**config.mk**
```make
export PLATFORM = sky130hd
export DESIGN_NAME = cascade_counter_updn_flat
export DESIGN_NICKNAME = d
export VERILOG_FILES = /design/src/rtl/cascade_counter_updn_if.sv /design/src/rtl/cascade_counter_updn.sv /design/src/flat_wrapper.sv
export SDC_FILE = /design/constraint.sdc
export NUM_CORES = 1
export LEC_CHECK = 0
export BUFFER_PORTS_ARGS = -buffer_cell sky130_fd_sc_hd__buf_2
export CAP_MARGIN = 10
export CORE_MARGIN = 1
export CORE_UTILIZATION = 48
export DETAILED_ROUTE_END_ITERATION = 8
export PLACE_DENSITY = 0.74
export SETUP_SLACK_MARGIN = 0.2
export SYNTH_ARGS = -nofsm -noshare
export SYNTH_HDL_FRONTEND = slang
export SYNTH_SLANG_ARGS = --single-unit
```
**constraint.sdc**
```tcl
create_clock -name clk -period 2 [get_ports clk]
set_input_delay 0.2 -clock clk [delete_from_list [all_inputs] [get_ports clk]]
set_output_delay 0.2 -clock clk [all_outputs]
set_load 0.02 [all_outputs]
```
**src/rtl/cascade_counter_updn_if.sv**
```systemverilog
// ---------------------------------------------------------------------------
// cascade_counter_updn_if
// Bundles the control, load-data and status signals of one cascaded
// up/down counter instance. Clock and reset stay plain ports on the counter.
//
//   load    : synchronous parallel load request
//   en      : count enable (chain from the previous instance's Co)
//   up      : direction, 1 = up, 0 = down
//   Da, Db  : low / high stage load values
//   qa, qb  : low / high stage registered counts
//   Co      : combinational carry (up) or borrow (down)
//   wrap    : sticky full-range wrap flag
//   ld_err  : one-cycle pulse when a load value was clamped
//
// master drives the controls and watches the status; slave is the counter.
// ---------------------------------------------------------------------------
interface cascade_counter_updn_if #(
  parameter int WA = 4,
  parameter int WB = 3
);

  logic          load;
  logic          en;
  logic          up;
  logic [WA-1:0] Da;
  logic [WB-1:0] Db;
  logic [WA-1:0] qa;
  logic [WB-1:0] qb;
  logic          Co;
  logic          wrap;
  logic          ld_err;

  modport master (
    output load, en, up, Da, Db,
    input  qa, qb, Co, wrap, ld_err
  );

  modport slave (
    input  load, en, up, Da, Db,
    output qa, qb, Co, wrap, ld_err
  );

endinterface

```
**src/rtl/cascade_counter_updn.sv**
```systemverilog
// ---------------------------------------------------------------------------
// cascade_counter_updn
// Two-stage cascaded modular counter. The low stage qa counts modulo MODA,
// the high stage qb counts modulo MODB and advances only when qa wraps.
// Supports synchronous clamped parallel load, count enable, up/down
// direction, a combinational carry/borrow out and a sticky wrap flag.
//
// Ports:
//   clk   : rising-edge clock
//   clrn  : synchronous active-high reset (highest priority)
//   bus   : slave side of cascade_counter_updn_if
//           (load, en, up, Da, Db in; qa, qb, Co, wrap, ld_err out)
//
// Edge priority: clrn > load > en; with none active everything holds.
// ---------------------------------------------------------------------------
module cascade_counter_updn #(
  parameter int WA   = 4,
  parameter int WB   = 3,
  parameter int MODA = 10,
  parameter int MODB = 6
) (
  input logic clk,
  input logic clrn,
  cascade_counter_updn_if.slave bus
);

  // Top values of each stage, plus the moduli held one bit wider so that a
  // full power-of-two modulus is representable for the load clamp compare.
  localparam logic [WA-1:0] AMAX  = WA'(MODA - 1);
  localparam logic [WB-1:0] BMAX  = WB'(MODB - 1);
  localparam logic [WA:0]   MODAW = (WA + 1)'(MODA);
  localparam logic [WB:0]   MODBW = (WB + 1)'(MODB);

  logic [WA-1:0] qa;
  logic [WB-1:0] qb;
  logic          wrap;
  logic          ld_err;

  logic [WA-1:0] qa_next;
  logic [WB-1:0] qb_next;
  logic [WA-1:0] da_clamped;
  logic [WB-1:0] db_clamped;
  logic          a_clamp;
  logic          b_clamp;
  logic          tc;
  logic          co;

  // Terminal state depends on direction, so Co follows up with no delay.
  always_comb begin
    tc = 1'b0;
    if (bus.up) begin
      tc = (qa == AMAX) && (qb == BMAX);
    end else begin
      tc = (qa == '0) && (qb == '0);
    end
  end

  // Reset and load both suppress the carry in the same cycle.
  assign co = bus.en & tc & ~bus.load & ~clrn;

  // Out-of-range load values saturate to the stage top value.
  always_comb begin
    a_clamp    = !({1'b0, bus.Da} < MODAW);
    b_clamp    = !({1'b0, bus.Db} < MODBW);
    da_clamped = a_clamp ? AMAX : bus.Da;
    db_clamped = b_clamp ? BMAX : bus.Db;
  end

  // One count step. qb only moves when qa passes through its wrap point.
  always_comb begin
    qa_next = qa;
    qb_next = qb;
    if (bus.up) begin
      if (qa != AMAX) begin
        qa_next = qa + WA'(1);
      end else begin
        qa_next = '0;
        qb_next = (qb == BMAX) ? '0 : qb + WB'(1);
      end
    end else begin
      if (qa != '0) begin
        qa_next = qa - WA'(1);
      end else begin
        qa_next = AMAX;
        qb_next = (qb == '0) ? BMAX : qb - WB'(1);
      end
    end
  end

  // State registers. ld_err is rewritten on every non-reset edge so that it
  // can only ever be a single-cycle pulse following a clamped load.
  always_ff @(posedge clk) begin
    if (clrn) begin
      qa     <= '0;
      qb     <= '0;
      wrap   <= 1'b0;
      ld_err <= 1'b0;
    end else if (bus.load) begin
      qa     <= da_clamped;
      qb     <= db_clamped;
      wrap   <= 1'b0;
      ld_err <= a_clamp | b_clamp;
    end else if (bus.en) begin
      qa     <= qa_next;
      qb     <= qb_next;
      ld_err <= 1'b0;
      if (co) begin
        wrap <= 1'b1;
      end
    end else begin
      ld_err <= 1'b0;
    end
  end

  assign bus.qa     = qa;
  assign bus.qb     = qb;
  assign bus.Co     = co;
  assign bus.wrap   = wrap;
  assign bus.ld_err = ld_err;

endmodule

```
**src/flat_wrapper.sv**
```systemverilog
// flat-port wrapper written by rule: the top's interface ports become plain ports
module cascade_counter_updn_flat 
#(
  parameter int WA   = 4,
  parameter int WB   = 3,
  parameter int MODA = 10,
  parameter int MODB = 6
)
  (clk, clrn, bus_load, bus_en, bus_up, bus_Da, bus_Db, bus_qa, bus_qb, bus_Co, bus_wrap, bus_ld_err);
  cascade_counter_updn_if #(.WA(WA), .WB(WB)) bus_i ();
  input logic clk;
  input logic clrn;
  input wire logic [$bits(bus_i.load)-1:0] bus_load;
  input wire logic [$bits(bus_i.en)-1:0] bus_en;
  input wire logic [$bits(bus_i.up)-1:0] bus_up;
  input wire logic [$bits(bus_i.Da)-1:0] bus_Da;
  input wire logic [$bits(bus_i.Db)-1:0] bus_Db;
  output wire logic [$bits(bus_i.qa)-1:0] bus_qa;
  output wire logic [$bits(bus_i.qb)-1:0] bus_qb;
  output wire logic [$bits(bus_i.Co)-1:0] bus_Co;
  output wire logic [$bits(bus_i.wrap)-1:0] bus_wrap;
  output wire logic [$bits(bus_i.ld_err)-1:0] bus_ld_err;
  assign bus_i.load = bus_load;
  assign bus_i.en = bus_en;
  assign bus_i.up = bus_up;
  assign bus_i.Da = bus_Da;
  assign bus_i.Db = bus_Db;
  assign bus_qa = bus_i.qa;
  assign bus_qb = bus_i.qb;
  assign bus_Co = bus_i.Co;
  assign bus_wrap = bus_i.wrap;
  assign bus_ld_err = bus_i.ld_err;
  cascade_counter_updn #(.WA(WA), .WB(WB), .MODA(MODA), .MODB(MODB)) u_core (.clk(clk), .clrn(clrn), .bus(bus_i));
endmodule
```
# Word level (Yosys, flattened, before mapping)
# Cells that the tools add are included.
[word_totals]
regBits = 9
inputBits = 12
output_inout_bits = 10
wordCells = 48
[op_classes]
addsub = 4
order_cmp = 2
eq_ne = 5
muxes = 15
bitwise_logic = 6
reduce_logical = 12
[ops]
columns = ["operator", "n"]
rows = [
  ["$mux W3", 8],
  ["$mux W4", 6],
  ["$ne A3 B3 Y1 const B", 2],
  ["$add A4 B1 Y4 const B", 1],
  ["$eq A4 B4 Y1 const B", 1],
  ["$logic_not A4 Y1", 1],
  ["$lt A4 B4 Y1 const B", 1],
  ["$ne A4 B4 Y1 const B", 1],
  ["$reduce_bool A4 Y1", 1],
  ["$reduce_or A2 Y1", 2],
  ["$sub A4 B1 Y4 const B", 1],
  ["$add A3 B1 Y3 const B", 1],
  ["$and A1 B1 Y1", 3],
  ["$eq A3 B3 Y1 const B", 1],
  ["$logic_not A3 Y1", 1],
  ["$lt A3 B3 Y1 const B", 1],
  ["$reduce_and A3 Y1", 1],
  ["$sub A3 B1 Y3 const B", 1],
  ["$logic_and A1 B1 Y1", 2],
  ["$logic_not A1 Y1", 2],
  ["$not A1 Y1", 2],
  ["$reduce_and A2 Y1", 1],
  ["$reduce_bool A2 Y1", 1],
  ["$mux W1", 1],
  ["$or A1 B1 Y1", 1],
]

# Depth between registers and ports, before layout
[depth]
depth_word = 7
mapped_depth = 5
ltp_nobuf = 4

# Worst setup path before layout
# OpenSTA, ideal clock, no wires.
[synth_path]
path_type = "register -> output"
start = "register u_core.qb[2] (netlist: u_core.bus.qb[2])"
end = "output port bus_Co"
t_arrival_ns = 1.911
path_slack_ns = -0.111
stages_incl_launch_ff = 5
path_cell_list = "dfxtp_1 > or4_1 > o22a_1 > or3_1 > nor3_1"
[synth_between]
elab_chain_cells = 6
[synth_rtl]
columns = ["element", "line_no", "source"]
rows = [
  ["from (decl)", "cascade_counter_updn.sv:35", "logic [WB-1:0] qb;"],
  ["from (signal assigned)", "cascade_counter_updn.sv:100", "qb <= db_clamped;"],
  ["from (signal assigned)", "cascade_counter_updn.sv:105", "qb <= qb_next;"],
  ["$eq A3 B3 Y1 or $logic_not A3 Y1 (tied branches)", "cascade_counter_updn.sv:52, cascade_counter_updn.sv:54", ""],
  ["$logic_and A1 B1 Y1 (on tied branches)", "cascade_counter_updn.sv:52, cascade_counter_updn.sv:54", ""],
  ["$mux W1 *", "cascade_counter_updn.sv:51", "if (bus.up) begin"],
  ["$and A1 B1 Y1 * (3 in a row)", "cascade_counter_updn.sv:59", "assign co = bus.en & tc & ~bus.load & ~clrn;"],
  ["to (decl)", "flat_wrapper.sv:20", "output wire logic [$bits(bus_i.Co)-1:0] bus_Co;"],
]
# Every way passes the cells marked *; elsewhere a longest branch is shown, timed or not.

# Worst setup path in the final report
[layout_path]
start = "register u_core.qa[3] (netlist: u_core.bus.qa[3])"
end = "output port bus_Co"
[layout_between]
elab_chain_cells = 6
[layout_rtl]
columns = ["element", "line_no", "source"]
rows = [
  ["from (decl)", "cascade_counter_updn.sv:34", "logic [WA-1:0] qa;"],
  ["from (signal assigned)", "cascade_counter_updn.sv:99", "qa <= da_clamped;"],
  ["from (signal assigned)", "cascade_counter_updn.sv:104", "qa <= qa_next;"],
  ["$eq A4 B4 Y1 or $logic_not A4 Y1 (tied branches)", "cascade_counter_updn.sv:52, cascade_counter_updn.sv:54", ""],
  ["$logic_and A1 B1 Y1 (on tied branches)", "cascade_counter_updn.sv:52, cascade_counter_updn.sv:54", ""],
  ["$mux W1 *", "cascade_counter_updn.sv:51", ""],
  ["$and A1 B1 Y1 * (3 in a row)", "cascade_counter_updn.sv:59", ""],
]
# Marked as above.

==> summary.md <==
| Metric | Value |
|---|---|
| Type of origin of the critical path | `register` |
| Mean Syn Cell Area | `7.40 um^2` |
| Synth area leaders | `dfxtp_1 26%, o21ai_0 5.0%, nor2b_1 4.5%` |
| Hold/Removal Path Class | `in2reg` |
| RSZ-0062 raised after global routing | `yes` |
| Lkg Pwr | `0.000380 uW` |
| Die Y | `40.1 um` |
| Worst-path clk slew | `70 ps` |
| Sequential element share of the synthesized area | `25.9%` |
| Initial Util | `52.8%` |
| Internal Power | `347 uW` |
| Residual DRC | `0` |
| Post-DP HPWL | `1.26 mm` |
| Power per cell area | `602 mW/mm^2` |
| First-pass GRT wire length | `2.62 mm` |
| Final net count | `129` |
| Worst VDD drop | `0.346 mV` |
| Failing checks | `setup timing` |
| Clk root buf | `clkbuf_4` |
| Post-synth top area share | `25.9%` |
| Final ANT Viol Nets | `0` |
| DIE AREA | `0.00161 mm^2` |
| Seq cells post-synth | `9` |
| TritonCTS clock tree | `yes` |
| Min Tclk post-route | `2080 ps` |
| Worst relative slew slack | `71.9%` |
| DRT Pass-1 Iters | `4` |
| Most common cell after layout, fill and taps aside | `buf_2` |
| DR WL/cell | `13.4 um` |
| Post-Syn Nets | `106` |
| Core box area | `0.00132 mm^2` |
| GPL Wtd Cong | `0.757` |
| Area growth, synth to finish | `26.8%` |
| Vias per inst | `6.05` |
| Fin. max-slew vios | `0` |
| DR vias | `792` |
| Grt ovf | `0` |
| Logic gate share of total power | `32.0%` |
| Status | `finished, violations left` |
| Vias in the first global route | `636` |
| Final setup violation count | `1` |
| Site Rows | `13` |
| Yosys warns | `0` |
| Ports | `22` |
| NetSw | `184 uW` |
| Cells after synthesis | `94` |
| Mapped cell area | `696 um^2` |
| Initial DRC count | `20` |
| Final worst slack | `-84.1 ps` |
| Cts bufs inserted | `3` |
| Clock Skews | `3.12 ps` |
| Clock latency on the worst-skew pair | `270 ps` |
| Clock Sinks | `9` |
| Sw Share | `34.6%` |
| Clk buf depth | `2` |
| H-tree depth | `1` |
| DRT Wirelength | `1.75 mm` |
| GR Util All Layers | `25.4%` |
| Initial antenna violation count | `0` |
| Crit Path Max Fanout | `2` |
| Hold slack | `196 ps` |
| Critical path class | `reg2out` |
| Most frequent cells in the layout | `20 x buf_2, 7 x o21ai_0, 6 x nand2_1, 6 x nor2_1, 6 x dfxtp_1` |
| Fill count | `121` |
| Max cap viols | `0` |
| DP Cell Count | `126` |
| Fraction of final layout cells sized beyond drive strength 1 | `30.2%` |
| Final period util | `104%` |
| Post-Layout Cell Count | `131` |
| Worst setup EP type | `output port` |
| Clock share of power | `28.5%` |
| Final hold violation count | `0` |
| # diodes | `0` |
| Largest net degree at the start of global routing | `25` |
| Power share of the sequential group | `39.4%` |
| CP arrival | `1880 ps` |
| Worst-Margin Slew | `422 ps` |
| Tot Pwr | `531 uW` |
| Post-synth top area cell | `dfxtp_1` |
| Die X | `40.1 um` |
| PortBufs | `21` |
| CP required | `1800 ps` |
| Count of different cell masters after synthesis | `36` |
| Max Fclk | `480 MHz` |
[layout make-up]
type / instances / area (um^2) / area share [%]
clock buffers: 4 / 26.3 / 2.98
inverters: 3 / 11.3 / 1.28
multi-input cells: 73 / 479 / 54.3
flip-flops and latches: 9 / 186 / 21.1
well taps: 15 / 18.8 / 2.13
repair buffers: 27 / 160 / 18.2
[power groups by stage]
stage / Clock, uW / Sequential, uW / Combinational [uW]
final: 151 / 209 / 170
after global routing: 160 / 212 / 188
after CTS: 157 / 209 / 168
after detailed placement: 0 / 214 / 165
after global placement: 0 / 213 / 160
after floorplan: 0 / 224 / 104
[sequential cells by signal, indices dropped and copies added, names as in the netlist]
register and cells:
u_core.bus.ld_err 1, u_core.bus.qb 3, u_core.bus.qa 4, u_core.bus.wrap 1
[timing repair]
action / CTS / global route
endpoints found under the setup margin: 1 / 2
pin swaps: 1 / 2
hold buffers: 0 / 0
resized for setup: 2 / 1
buffers inserted: 1 / 0
[worst max-delay path, cell delays in order (launching register included)]
cell     delay (ps)
dfxtp_2         320
or4_1           520
o22a_1          170
or3_4           350
nor3_4          120
buf_6           130
[worst paths after layout]
path / start / end / slack, ps / cells after the start
min: bus_Da[0] / u_core.bus.qa[0]$_SDFFE_PP0P_ / 200 / 3
max: u_core.bus.qa[3]$_SDFFE_PP0P_ / bus_Co / -80 / 5
max reg2reg: u_core.bus.qa[3]$_SDFFE_PP0P_ / u_core.bus.qb[2]$_SDFFE_PP0P_ / 290 / 5
min reg2reg: u_core.bus.wrap$_SDFFE_PP0P_ / u_core.bus.wrap$_SDFFE_PP0P_ / 460 / 2
[per-layer routing]
metal	part of all wire, %	wire, um	vias up	global-route usage, %
met3	6.3	110	4	3.33
met5	0	0	-	0
met4	2.2	38	0	18.1
met2	48	839	39	41.5
met1	43	760	361	30.0
li1	-	-	388	-
[cell usage after synthesis]
| cell type | count |
|---|---|
| a211o_1 | 2 |
| a211oi_1 | 4 |
| a21boi_0 | 1 |
| a21o_1 | 3 |
| a21oi_1 | 2 |
| a221o_1 | 1 |
| a311oi_1 | 2 |
| a31oi_1 | 2 |
| and2_1 | 1 |
| and3_1 | 1 |
| buf_1 | 2 |
| buf_6 | 1 |
| clkbuf_1 | 6 |
| dfxtp_1 | 9 |
| inv_1 | 3 |
| nand2_1 | 6 |
| nand2b_1 | 3 |
| nand3_1 | 3 |
| nand3b_1 | 3 |
| nand4b_1 | 1 |
| nor2_1 | 6 |
| nor2b_1 | 5 |
| nor3_1 | 5 |
| nor3b_1 | 1 |
| o211a_1 | 1 |
| o21ai_0 | 7 |
| o22a_1 | 1 |
| o22ai_1 | 1 |
| o31ai_1 | 1 |
| o32a_1 | 1 |
| or3_1 | 3 |
| or3b_1 | 1 |
| or4_1 | 1 |
| or4b_1 | 1 |
| xnor2_1 | 2 |
| xor2_1 | 1 |
[through the flow]
step	instance area [um^2]	TNS, ps	worst slack [ps]	util (%)
after floorplan	719	0	183	-
after global placement	838	0	141	63.6
after detailed placement	838	0	112	63.6
after CTS	878	-96.0	-96.0	66.7
after global routing	882	-138	-138	67.0
final	882	-84.1	-84.1	67.0
[kinds of logic after synthesis]
group | count (synthesis) | synth area share, %
flip-flops | 9 | 25.9
AO/OA/AOI/OAI | 29 | 29.5
buffers and inverters | 12 | 7.55
AND/OR/NAND/NOR | 41 | 33.3
XOR/XNOR | 3 | 3.78
Note: power is estimated with default switching activity, not from simulation.
